**config.mk**
```make
export PLATFORM = sky130hd
export DESIGN_NAME = router_pkt_tx
export DESIGN_NICKNAME = d
export VERILOG_FILES = /design/src/rtl/router_pkt_tx.sv
export SDC_FILE = /design/constraint.sdc
export NUM_CORES = 1
export LEC_CHECK = 0
export BUFFER_PORTS_ARGS = -buffer_cell sky130_fd_sc_hd__buf_4
export CORE_MARGIN = 2
export CORE_UTILIZATION = 39
export CTS_CLUSTER_SIZE = 14
export DETAILED_ROUTE_END_ITERATION = 16
export GPL_TIMING_DRIVEN = 1
export PLACE_DENSITY_LB_ADDON = 0.25
export SLEW_MARGIN = 15
export SYNTH_ARGS = -nofsm -noshare
export SYNTH_HDL_FRONTEND = slang
export SYNTH_SLANG_ARGS = --single-unit
```
**constraint.sdc**
```tcl
create_clock -name clk -period 4 [get_ports clk]
set_clock_uncertainty 0.05 [all_clocks]
set_input_delay 0.8 -clock clk [delete_from_list [all_inputs] [get_ports clk]]
set_output_delay 0.8 -clock clk [all_outputs]
set_load 0.02 [all_outputs]
```
**src/rtl/router_pkt_tx.sv**
```systemverilog
// Packet framer for the 1x3 router input port: buffers payload bytes, then sends
// header {len,addr}, len payload bytes and an XOR parity byte under busy flow control.
module router_pkt_tx #(
  parameter int BUF_DEPTH = 64,
  parameter int GAP_CYC   = 1
) (
  input  logic       clk,
  input  logic       reset,
  input  logic       buf_wr_en,
  input  logic [7:0] buf_wr_data,
  output logic       buf_full,
  output logic [6:0] buf_count,
  input  logic       tx_start,
  input  logic [1:0] tx_addr,
  input  logic [5:0] tx_len,
  input  logic       tx_corrupt_parity,
  input  logic       busy,
  output logic       pkt_valid,
  output logic [7:0] data_in,
  output logic       tx_active,
  output logic       tx_done,
  output logic       tx_err
);

  localparam int         AW      = $clog2(BUF_DEPTH);
  localparam logic [6:0] DEPTH_C = 7'(BUF_DEPTH);
  localparam logic [7:0] GAP_LD  = 8'(GAP_CYC - 1);

  typedef enum logic [2:0] {
    S_IDLE,
    S_HEADER,
    S_PAYLOAD,
    S_PARITY,
    S_GAP
  } state_t;

  state_t        r_state;
  logic [7:0]    r_mem [BUF_DEPTH];
  logic [AW-1:0] r_wr_ptr;
  logic [AW-1:0] r_rd_ptr;
  logic [6:0]    r_count;
  logic          r_buf_full;
  logic          r_pkt_valid;
  logic [7:0]    r_data_in;
  logic          r_tx_active;
  logic          r_tx_done;
  logic          r_tx_err;
  logic [7:0]    r_parity;
  logic [5:0]    r_remaining;
  logic          r_corrupt;
  logic [7:0]    r_gap;

  logic          w_push;
  logic          w_pop;
  logic [AW-1:0] w_rd_nxt;
  logic [6:0]    w_count_nxt;
  logic          w_start_ok;
  logic [7:0]    w_header;
  logic [7:0]    w_par_final;

  assign w_push      = buf_wr_en && !r_buf_full;
  assign w_pop       = (r_state == S_PAYLOAD) && !busy;
  assign w_rd_nxt    = r_rd_ptr + 1'b1;
  assign w_start_ok  = (tx_addr != 2'd3) && (tx_len != 6'd0) && (r_count >= {1'b0, tx_len});
  assign w_header    = {tx_len, tx_addr};
  // The last payload byte is still on data_in when the parity byte is formed.
  assign w_par_final = (r_parity ^ r_data_in) ^ {8{r_corrupt}};

  always_comb begin
    w_count_nxt = r_count;
    case ({w_push, w_pop})
      2'b10:   w_count_nxt = r_count + 7'd1;
      2'b01:   w_count_nxt = r_count - 7'd1;
      default: w_count_nxt = r_count;
    endcase
  end

  // NOTE: payload storage is deliberately not reset; pointers and count define validity.
  always_ff @(posedge clk) begin
    if (w_push) r_mem[r_wr_ptr] <= buf_wr_data;
  end

  always_ff @(posedge clk) begin
    if (reset) begin
      r_wr_ptr   <= '0;
      r_rd_ptr   <= '0;
      r_count    <= '0;
      r_buf_full <= 1'b0;
    end else begin
      if (w_push) r_wr_ptr <= r_wr_ptr + 1'b1;
      if (w_pop)  r_rd_ptr <= w_rd_nxt;
      r_count    <= w_count_nxt;
      r_buf_full <= (w_count_nxt == DEPTH_C);
    end
  end

  always_ff @(posedge clk) begin
    if (reset) begin
      r_state     <= S_IDLE;
      r_pkt_valid <= 1'b0;
      r_data_in   <= '0;
      r_tx_active <= 1'b0;
      r_tx_done   <= 1'b0;
      r_tx_err    <= 1'b0;
      r_parity    <= '0;
      r_remaining <= '0;
      r_corrupt   <= 1'b0;
      r_gap       <= '0;
    end else begin
      r_tx_done <= 1'b0;
      r_tx_err  <= 1'b0;
      case (r_state)
        S_IDLE: begin
          if (tx_start) begin
            if (w_start_ok) begin
              r_state     <= S_HEADER;
              r_pkt_valid <= 1'b1;
              r_data_in   <= w_header;
              r_parity    <= w_header;
              r_remaining <= tx_len;
              r_corrupt   <= tx_corrupt_parity;
              r_tx_active <= 1'b1;
            end else begin
              r_tx_err <= 1'b1;
            end
          end
        end
        S_HEADER: begin
          if (!busy) begin
            r_state   <= S_PAYLOAD;
            r_data_in <= r_mem[r_rd_ptr];
          end
        end
        S_PAYLOAD: begin
          if (!busy) begin
            r_parity    <= r_parity ^ r_data_in;
            r_remaining <= r_remaining - 6'd1;
            if (r_remaining == 6'd1) begin
              r_state     <= S_PARITY;
              r_pkt_valid <= 1'b0;
              r_data_in   <= w_par_final;
            end else begin
              // Show the byte behind the one being popped this edge.
              r_data_in <= r_mem[w_rd_nxt];
            end
          end
        end
        S_PARITY: begin
          if (!busy) begin
            r_state   <= S_GAP;
            r_data_in <= '0;
            r_tx_done <= 1'b1;
            r_gap     <= GAP_LD;
          end
        end
        S_GAP: begin
          if (r_gap == 8'd0) begin
            r_state     <= S_IDLE;
            r_tx_active <= 1'b0;
          end else begin
            r_gap <= r_gap - 8'd1;
          end
        end
        default: r_state <= S_IDLE;
      endcase
    end
  end

  assign buf_full  = r_buf_full;
  assign buf_count = r_count;
  assign pkt_valid = r_pkt_valid;
  assign data_in   = r_data_in;
  assign tx_active = r_tx_active;
  assign tx_done   = r_tx_done;
  assign tx_err    = r_tx_err;

endmodule

```
==> impl_table.tex, run 1 <==
\begin{tabular}{lr}
\hline
Metric & Value \\
\hline
\multicolumn{2}{l}{\textbf{Status}} \\
Status & finished, final reports clean \\
\multicolumn{2}{l}{\textbf{Global routing}} \\
Largest net degree at the start of global routing & 66 \\
Global-route total usage across every layer & 21.9\% \\
Global route total overflow & 0 \\
Vias in the first global route & 17600 \\
Global-route wire length before repair & 119 mm \\
Number of antenna violations at the first check in global routing & 4 \\
\multicolumn{2}{l}{\textbf{Floorplan}} \\
FP Rows & 98 \\
DIE WIDTH & 273 um \\
Die ar. & 0.0743 mm\^{}2 \\
I/O pin count & 42 \\
Core Box Area & 0.0715 mm\^{}2 \\
Starting utilization of the core area & 39.4\% \\
Overall die height & 273 um \\
\multicolumn{2}{l}{\textbf{Final layout}} \\
Layout cell share with drive strength beyond 1 & 26.1\% \\
Final nets & 1913 \\
Post-route core utilization & 44.6\% \\
Final Instance Count excl. Fillers & 2877 \\
Area growth from synthesis to layout & 13.3\% \\
Total of fill cells in the finished design & 6241 \\
\multicolumn{2}{l}{\textbf{Clock network}} \\
TritonCTS clock tree & yes \\
Post-CTS setup buffer count & 0 \\
Buffer type at the clock tree root & sky130\_fd\_sc\_hd\_\_clkbuf\_16 \\
Clock buffers created by TritonCTS & 66 \\
Maximum buffer depth of the clock tree & 3 \\
Count of hold buffers inserted by post-cts repair & 0 \\
H-tree Lvls & 3 \\
Worst-Skew Late Latency & 0.60 ns \\
Cells resized by post-CTS repair & 0 \\
Clock sinks & 576 \\
Post-CTS clock slew at the launch and capture registers of the worst setup and hold paths & 0.06 ns \\
\multicolumn{2}{l}{\textbf{Placed design}} \\
Number of port buffers & 41 \\
Weighted congestion at the end of routability-driven global placement & 0.931 \\
Number of placed cells counting well taps & 2758 \\
Detailed placement HPWL & 53.3 mm \\
\multicolumn{2}{l}{\textbf{Timing}} \\
Slew Limit Headroom & 38.1\% \\
Final clock period utilization by the worst path & 90.9\% \\
Pin slew with the least headroom to its limit & 0.919 ns \\
Maximum operating frequency & 275 MHz \\
Final number of setup-violating endpoints & 0 \\
Final hold violation count & 0 \\
Final critical path time including I/O delays and setup & 3.64 ns \\
Fin Setup TNS & 0 ns \\
RSZ-0062 raised after global routing & no \\
Number of max-slew violations in the final report & 0 \\
\multicolumn{2}{l}{\textbf{Setup path}} \\
Cell class contributing the biggest share of worst-path delay & adder cells \\
Slowest stage cell on the critical path & sky130\_fd\_sc\_hd\_\_ha\_4 \\
Startpoint-to-endpoint class of the critical path & flop to flop \\
Kind of end point of the critical path & flop \\
Crit path buf inv count & 1 \\
Longest individual stage delay on the worst path & 0.79 ns \\
Critical Path Source Type & flop \\
Data required, critical path & 4.40 ns \\
Series of cell instances along the critical path & ha\_4 > buf\_12 > mux4\_2 > mux2i\_1 > a21oi\_1 > nor4\_1 > o211a\_1 > a2111oi\_2 \\
Data arrival time of the critical path & 4.03 ns \\
Maximum fanout along the worst path & 43 \\
\multicolumn{2}{l}{\textbf{Power and ir drop}} \\
Power per cell area & 406 mW/mm\^{}2 \\
Worst IR drop on VDD & 0.365 mV \\
Leak Pwr & 0.00999 uW \\
\multicolumn{2}{l}{\textbf{Route}} \\
Total length of routed wires & 81.3 mm \\
Total via count after detailed routing & 17600 \\
Routed length per placed instance & 28.2 um \\
Length of the first detailed-routing pass in iterations & 5 \\
Average vias per placed instance & 6.10 \\
Final routed DRC violation total & 0 \\
Antenna Violating Nets Remaining & 0 \\
DRC marker count from the first detailed-route iteration & 1789 \\
\multicolumn{2}{l}{\textbf{Synth}} \\
Most common flop cell mapped by yosys & sky130\_fd\_sc\_hd\_\_edfxtp\_1 \\
Number of enable flip-flop cells after synthesis & 512 \\
Flip-flop and latch count after synthesis & 576 \\
Portion of the post-synthesis area used by sequential elements & 59.2\% \\
Synth warn & 0 \\
Share of Yosys cell area claimed by the top area cell type & 54.6\% \\
Top area cells in the synthesized netlist & sky130\_fd\_sc\_hd\_\_edfxtp\_1 55\%, sky130\_fd\_sc\_hd\_\_mux4\_2 18\%, sky130\_fd\_sc\_hd\_\_dfxtp\_1 4.6\%, sky130\_fd\_sc\_hd\_\_nand2\_1 2.5\%, sky130\_fd\_sc\_hd\_\_mux2i\_1 2.3\% \\
Synth Cell Area & 0.0281 mm\^{}2 \\
Unique masters post-synth & 74 \\
Cell count after synthesis & 1787 \\
Synthesized Nets & 1824 \\
Library cell occupying the most area in the post-synthesis netlist & sky130\_fd\_sc\_hd\_\_edfxtp\_1 \\
Syn avg cell area & 15.7 um\^{}2 \\
Fraction of registers with async set or reset after synthesis & 0\% \\
\multicolumn{2}{l}{\textbf{Min path}} \\
Tightest Hold Check Type & input port to flop \\
\multicolumn{2}{l}{\textbf{Job}} \\
Max-cap check violation count & 0 \\
\hline
\end{tabular}
[power by group]
part	internal, uW	leakage [uW]	switching, uW	total (uW)
clock network	3530	0.00104	2420	5950
logic	130	0.00382	269	400
registers	6570	0.00513	32.6	6600
[metal layers]
layer  GRT usage (%)  wire [um]  vias up  part of all wire (%)
li1                -          -     7369                     -
met1            30.6      33800     9113                    42
met2            33.5      36800      902                    45
met3            4.53       7480      163                   9.2
met4            9.18       3180        4                   3.9
met5               0         27        -                 0.033
[tightest hold or removal path: stages]
cell                      delay (ns)
sky130_fd_sc_hd__buf_4          0.08
sky130_fd_sc_hd__mux2i_1        0.05
sky130_fd_sc_hd__nor2_1         0.09
[cells in the final DEF (no fill, tap or decap), drive strengths merged, types with 11 or more instances in the layout]
master  netlist  layout
a21oi        71      71
a31oi        11      11
a32oi        27      27
and3         12      12
buf          96     149
clkbuf       32      81
clkinv        0      28
dfxtp        64      64
edfxtp      512     512
ha           15      15
inv          21      23
mux2i        66      66
mux4        242     242
nand2       187     187
nand3        32      32
nor2        115     115
nor2b        22      22
nor3         15      15
o21ai        35      35
xnor2        24      24
xor2         24      24
[cell usage after synthesis (4+ instances only)]
cell                        count
sky130_fd_sc_hd__edfxtp_1     512
sky130_fd_sc_hd__mux4_2       229
sky130_fd_sc_hd__nand2_1      187
sky130_fd_sc_hd__nor2_1       115
sky130_fd_sc_hd__a21oi_1       71
sky130_fd_sc_hd__mux2i_1       66
sky130_fd_sc_hd__dfxtp_1       64
sky130_fd_sc_hd__buf_2         42
sky130_fd_sc_hd__clkbuf_1      32
sky130_fd_sc_hd__nand3_1       32
sky130_fd_sc_hd__o21ai_0       32
sky130_fd_sc_hd__a32oi_1       27
sky130_fd_sc_hd__xor2_1        23
sky130_fd_sc_hd__nor2b_1       22
sky130_fd_sc_hd__xnor2_1       22
sky130_fd_sc_hd__inv_1         20
sky130_fd_sc_hd__buf_6         18
sky130_fd_sc_hd__buf_4         16
sky130_fd_sc_hd__ha_1          15
sky130_fd_sc_hd__nor3_1        14
sky130_fd_sc_hd__mux4_1        13
sky130_fd_sc_hd__and3_1        12
sky130_fd_sc_hd__buf_1         11
sky130_fd_sc_hd__a211oi_1      10
sky130_fd_sc_hd__a21o_1        10
sky130_fd_sc_hd__a31oi_1       10
sky130_fd_sc_hd__a221oi_1       9
sky130_fd_sc_hd__and2_1         9
sky130_fd_sc_hd__nand3b_1       9
sky130_fd_sc_hd__o311ai_0       9
sky130_fd_sc_hd__nand2b_1       8
sky130_fd_sc_hd__nand4_1        8
sky130_fd_sc_hd__nor4_1         8
sky130_fd_sc_hd__or3_1          8
sky130_fd_sc_hd__o22ai_1        7
sky130_fd_sc_hd__buf_12         6
sky130_fd_sc_hd__or2_2          6
sky130_fd_sc_hd__a311oi_1       5
sky130_fd_sc_hd__a2111oi_2      4
sky130_fd_sc_hd__a22oi_1        4
sky130_fd_sc_hd__a31o_1         4
sky130_fd_sc_hd__mux2_2         4
sky130_fd_sc_hd__nor3b_1        4
sky130_fd_sc_hd__o2111a_1       4
[final cells by class]
type                    instances  area [um^2]  area share, %
flip-flops and latches        576        16700           52.3
well taps                     950         1190           3.73
clock inverters                37          333           1.04
repair buffers                149         1270           3.98
clock buffers                  81         1770           5.56
diodes                          1         2.50        0.00785
multi-input cells            1062        10600           33.1
inverters                      21         78.8          0.247
[path summary, 6_finish.rpt]
kind                startpoint         end  slack [ns]  depth (start not counted)
max reg2reg        r_rd_ptr[0]  data_in[2]        0.36                          8
min          tx_corrupt_parity   r_corrupt        0.42                          3
max                r_rd_ptr[0]  data_in[2]        0.36                          8
min reg2reg          pkt_valid   pkt_valid        0.45                          2
[per-stage QoR]
step                setup slack (ns)  power [uW]  hold slack [ns]  area [um^2]
global route                   0.319       13300            0.433        31900
CTS                            0.407       13000            0.393        31900
global placement               0.421        7120            0.413        29800
finish                         0.365       13000            0.420        31900
detailed placement             0.421        7130            0.429        29800
floorplan                      0.589        6920            0.410        28100
[sequential cells by signal, indices dropped and copies added (netlist names), named ones only]
name	flops
buf_full	1
r_wr_ptr	6
tx_done	1
r_mem	512
data_in	8
r_corrupt	1
r_remaining	6
r_rd_ptr	6
tx_active	1
r_gap	8
buf_count	7
tx_err	1
r_parity	8
r_state	3
pkt_valid	1
[cells by family after synthesis]
| family | count (synthesis) | share of synthesized area (%) |
|---|---|---|
| DFF | 576 | 59.2 |
| and+or+nand+nor | 457 | 7.52 |
| muxes | 312 | 22.0 |
| AOI/OAI and AO/OA | 230 | 5.63 |
| buffers and inverters | 149 | 3.33 |
| xor gates and xnor gates | 48 | 1.61 |
| adders and majority gates | 15 | 0.667 |
(Power assumes the default switching activity.)
==> inputs of run 2 (changes only) <==
CELL_PAD_IN_SITES_DETAIL_PLACEMENT = 1   (was default)
CELL_PAD_IN_SITES_GLOBAL_PLACEMENT = 1   (was default)
==> impl_table.tex, run 2 (synthesis results as in run 1) <==
\begin{tabular}{lr}
\hline
Metric & Value \\
\hline
\multicolumn{2}{l}{\textbf{Timing}} \\
Maximum operating frequency & 278 MHz (+1.1\%) \\
Final hold violation count & 0 (unchanged) \\
Fin Setup TNS & 0 ns (unchanged) \\
Number of max-slew violations in the final report & 0 (unchanged) \\
RSZ-0062 raised after global routing & no \\
Minimum hold slack & 0.393 ns (-0.0265 ns) \\
Pin slew with the least headroom to its limit & 1.04 ns (+0.119 ns) \\
Slew Limit Headroom & 30.6\% (-7.6 points) \\
Final number of setup-violating endpoints & 0 (unchanged) \\
Final clock period utilization by the worst path & 89.9\% (-0.97 points) \\
Final critical path time including I/O delays and setup & 3.60 ns (-0.0388 ns) \\
\multicolumn{2}{l}{\textbf{Clock network}} \\
Clock sinks & 576 (unchanged) \\
Clock buffers created by TritonCTS & 61 (-7.6\%) \\
Maximum buffer depth of the clock tree & 3 (unchanged) \\
Buffer type at the clock tree root & sky130\_fd\_sc\_hd\_\_clkbuf\_16 \\
Count of hold buffers inserted by post-cts repair & 0 (unchanged) \\
H-tree Lvls & 2 (-1) \\
Worst-Skew Late Latency & 0.66 ns (+0.06 ns) \\
Post-CTS clock slew at the launch and capture registers of the worst setup and hold paths & 0.07 ns (about the same) \\
Post-CTS setup buffer count & 0 (unchanged) \\
Cells resized by post-CTS repair & 0 (unchanged) \\
TritonCTS clock tree & yes \\
\multicolumn{2}{l}{\textbf{Final layout}} \\
Highest-count cells in the layout ignoring fill and taps & 512 x sky130\_fd\_sc\_hd\_\_edfxtp\_1, 229 x sky130\_fd\_sc\_hd\_\_mux4\_2, 187 x sky130\_fd\_sc\_hd\_\_nand2\_1, 142 x sky130\_fd\_sc\_hd\_\_buf\_4, 115 x sky130\_fd\_sc\_hd\_\_nor2\_1 \\
Layout Cell Area excl Fill & 0.0318 mm\^{}2 (-0.31\%) \\
Number of diodes added for antenna fixing & 0 (-1) \\
Total of fill cells in the finished design & 6988 (+12\%) \\
Post-route core utilization & 44.5\% (-0.14 points) \\
Area growth from synthesis to layout & 12.9\% \\
Number of flip-flops under the largest register name & 512 (unchanged) \\
Final nets & 1912 (-0.052\%) \\
Top register by number of flip-flops & r\_mem \\
Most common cell after layout, fill and taps aside & sky130\_fd\_sc\_hd\_\_edfxtp\_1 \\
Layout cell share with drive strength beyond 1 & 26.3\% (+0.23 points) \\
\multicolumn{2}{l}{\textbf{Placed design}} \\
Detailed placement HPWL & 58.6 mm (+9.9\%) \\
Post-Place Cell Area & 0.0298 mm\^{}2 (about the same) \\
Number of port buffers & 41 (unchanged) \\
Weighted congestion at the end of routability-driven global placement & 0.953 (+2.4\%) \\
\multicolumn{2}{l}{\textbf{Route}} \\
Routed length per placed instance & 30.4 um (+7.8\%) \\
Total via count after detailed routing & 17600 (+0.25\%) \\
Final routed DRC violation total & 0 (unchanged) \\
Antenna Violating Nets Remaining & 0 (unchanged) \\
Length of the first detailed-routing pass in iterations & 5 (unchanged) \\
DRC marker count from the first detailed-route iteration & 1825 (+2.0\%) \\
Total length of routed wires & 87.6 mm (+7.8\%) \\
Average vias per placed instance & 6.11 (+0.21\%) \\
\multicolumn{2}{l}{\textbf{Global routing}} \\
Global-route total usage across every layer & 23.6\% (+1.7 points) \\
Global route total overflow & 0 (unchanged) \\
Global-route wire length before repair & 128 mm (+7.6\%) \\
Largest net degree at the start of global routing & 67 (+1.5\%) \\
Vias in the first global route & 18100 (+3.0\%) \\
Number of antenna violations at the first check in global routing & 1 (-3) \\
\multicolumn{2}{l}{\textbf{Setup path}} \\
Startpoint-to-endpoint class of the critical path & flop to flop \\
Critical Path Source Type & flop \\
Cell class contributing the biggest share of worst-path delay & multiplexers \\
Data required, critical path & 4.43 ns (+0.03 ns) \\
Series of cell instances along the critical path & ha\_4 > buf\_12 > mux4\_2 > mux2i\_1 > o21ai\_0 > nor4\_1 > buf\_4 > o2111a\_1 > a2111oi\_2 \\
Reg2Reg Setup Slack & 0.40 ns (+0.04 ns) \\
R2R depth & 9 (+1) \\
Worst r2r src & r\_rd\_ptr[1] \\
Kind of end point of the critical path & flop \\
Data arrival time of the critical path & 4.03 ns (about the same) \\
Longest individual stage delay on the worst path & 0.69 ns (-0.10 ns) \\
Crit path buf inv count & 2 (+1) \\
Slowest stage cell on the critical path & sky130\_fd\_sc\_hd\_\_ha\_4 \\
Worst flop-to-flop path endpoint & data\_in[6] \\
Maximum fanout along the worst path & 42 (-2.3\%) \\
\multicolumn{2}{l}{\textbf{Power and ir drop}} \\
Leak Pwr & 0.00992 uW (-0.68\%) \\
Share of power burned in combinational logic & 3.3\% (+0.2 points) \\
Sequential cell fraction of total power & 52.0\% (+1.0 points) \\
Overall power of the completed layout & 12700 uW (-2.0\%) \\
Internal power consumption & 9900 uW (-3.3\%) \\
Power per cell area & 399 mW/mm\^{}2 (-1.7\%) \\
Switching part of the total power & 22.0\% (+1.0 points) \\
Worst IR drop on VDD & 0.334 mV (-8.6\%) \\
Net switching power & 2800 uW (+2.8\%) \\
Relative contribution of the clock network to total power & 44.7\% (-1.3 points) \\
\multicolumn{2}{l}{\textbf{Min path}} \\
Worst min-delay path startpoint & tx\_corrupt\_parity \\
Tightest Hold Check Type & input port to flop \\
Hold Path End & r\_corrupt \\
Worst hold path depth & 3 (unchanged) \\
\multicolumn{2}{l}{\textbf{Job}} \\
Max-cap check violation count & 0 (unchanged) \\
\multicolumn{2}{l}{\textbf{Floorplan}} \\
FP Rows & 98 (unchanged) \\
Core Box Area & 0.0715 mm\^{}2 (unchanged) \\
I/O pin count & 42 (unchanged) \\
Overall die height & 273 um (unchanged) \\
Die ar. & 0.0743 mm\^{}2 (unchanged) \\
DIE WIDTH & 273 um (unchanged) \\
Starting utilization of the core area & 39.4\% (unchanged) \\
\multicolumn{2}{l}{\textbf{Status}} \\
Status & finished, final reports clean \\
\hline
\end{tabular}
==> run 2: changes by cell type in the layout (fill, tap and decap cells not counted), moves of 2 or more <==
| cell | previous run | this run |
|---|---|---|
| sky130_fd_sc_hd__clkbuf_16 | 69 | 62 |
| sky130_fd_sc_hd__buf_4 | 137 | 142 |
| sky130_fd_sc_hd__inv_6 | 2 | 0 |
| sky130_fd_sc_hd__clkinv_1 | 13 | 8 |
| sky130_fd_sc_hd__clkinvlp_4 | 1 | 8 |
| sky130_fd_sc_hd__clkbuf_1 | 12 | 15 |
==> run 2: through the flow <==
stage / std cells / setup WS, ns
3_3_place_gp: 2762 / 0.465
4_1_cts: 2878 / 0.338
3_5_place_dp: 2762 / 0.362
6_report: 2878 / 0.403
2_1_floorplan: 1787 / 0.589
5_1_grt: 2878 / 0.324
==> run 2: layout make-up <==
cell class,count,area (um^2),area share (%)
flip-flops and latches,576,16700,52.5
multi-input cells,1062,10600,33.3
clock buffers,78,1620,5.10
repair buffers,153,1290,4.05
well taps,950,1190,3.74
clock inverters,38,355,1.12
inverters,21,78.8,0.248
==> run 2: worst min-delay path, stage by stage <==
cell and delay (ns):
sky130_fd_sc_hd__buf_4 0.09, sky130_fd_sc_hd__mux2i_1 0.06, sky130_fd_sc_hd__nor2_1 0.08
==> run 2: power by group through the flow <==
stage / registers [uW] / logic [uW] / clock network [uW]
3_3_place_gp: 6730 / 410 / 0
6_report: 6600 / 421 / 5670
4_1_cts: 6600 / 423 / 5770
3_5_place_dp: 6730 / 421 / 0
2_1_floorplan: 6720 / 194 / 0
5_1_grt: 6600 / 450 / 6000
==> run 2: worst max-delay path by stage <==
| stage | to | slack [ns] | cells past startpoint | startpoint |
|---|---|---|---|---|
| finish | data_in[6] | 0.40 | 9 | r_rd_ptr[1] |
| global route | data_in[6] | 0.32 | 9 | r_rd_ptr[1] |
| global placement | data_in[6] | 0.46 | 9 | r_rd_ptr[0] |
| detailed placement | data_in[6] | 0.36 | 9 | r_rd_ptr[1] |
| floorplan | buf_full | 0.59 | 12 | busy |
| CTS | data_in[6] | 0.34 | 9 | r_rd_ptr[1] |
==> run 2: layer usage <==
layer | up-vias | global-route usage, % | share of wire [%]
met5 | - | 0 | 0
met4 | 0 | 6.54 | 2.7
met3 | 119 | 4.13 | 7.0
met2 | 698 | 37.7 | 47
met1 | 9404 | 33.4 | 43
li1 | 7373 | - | -
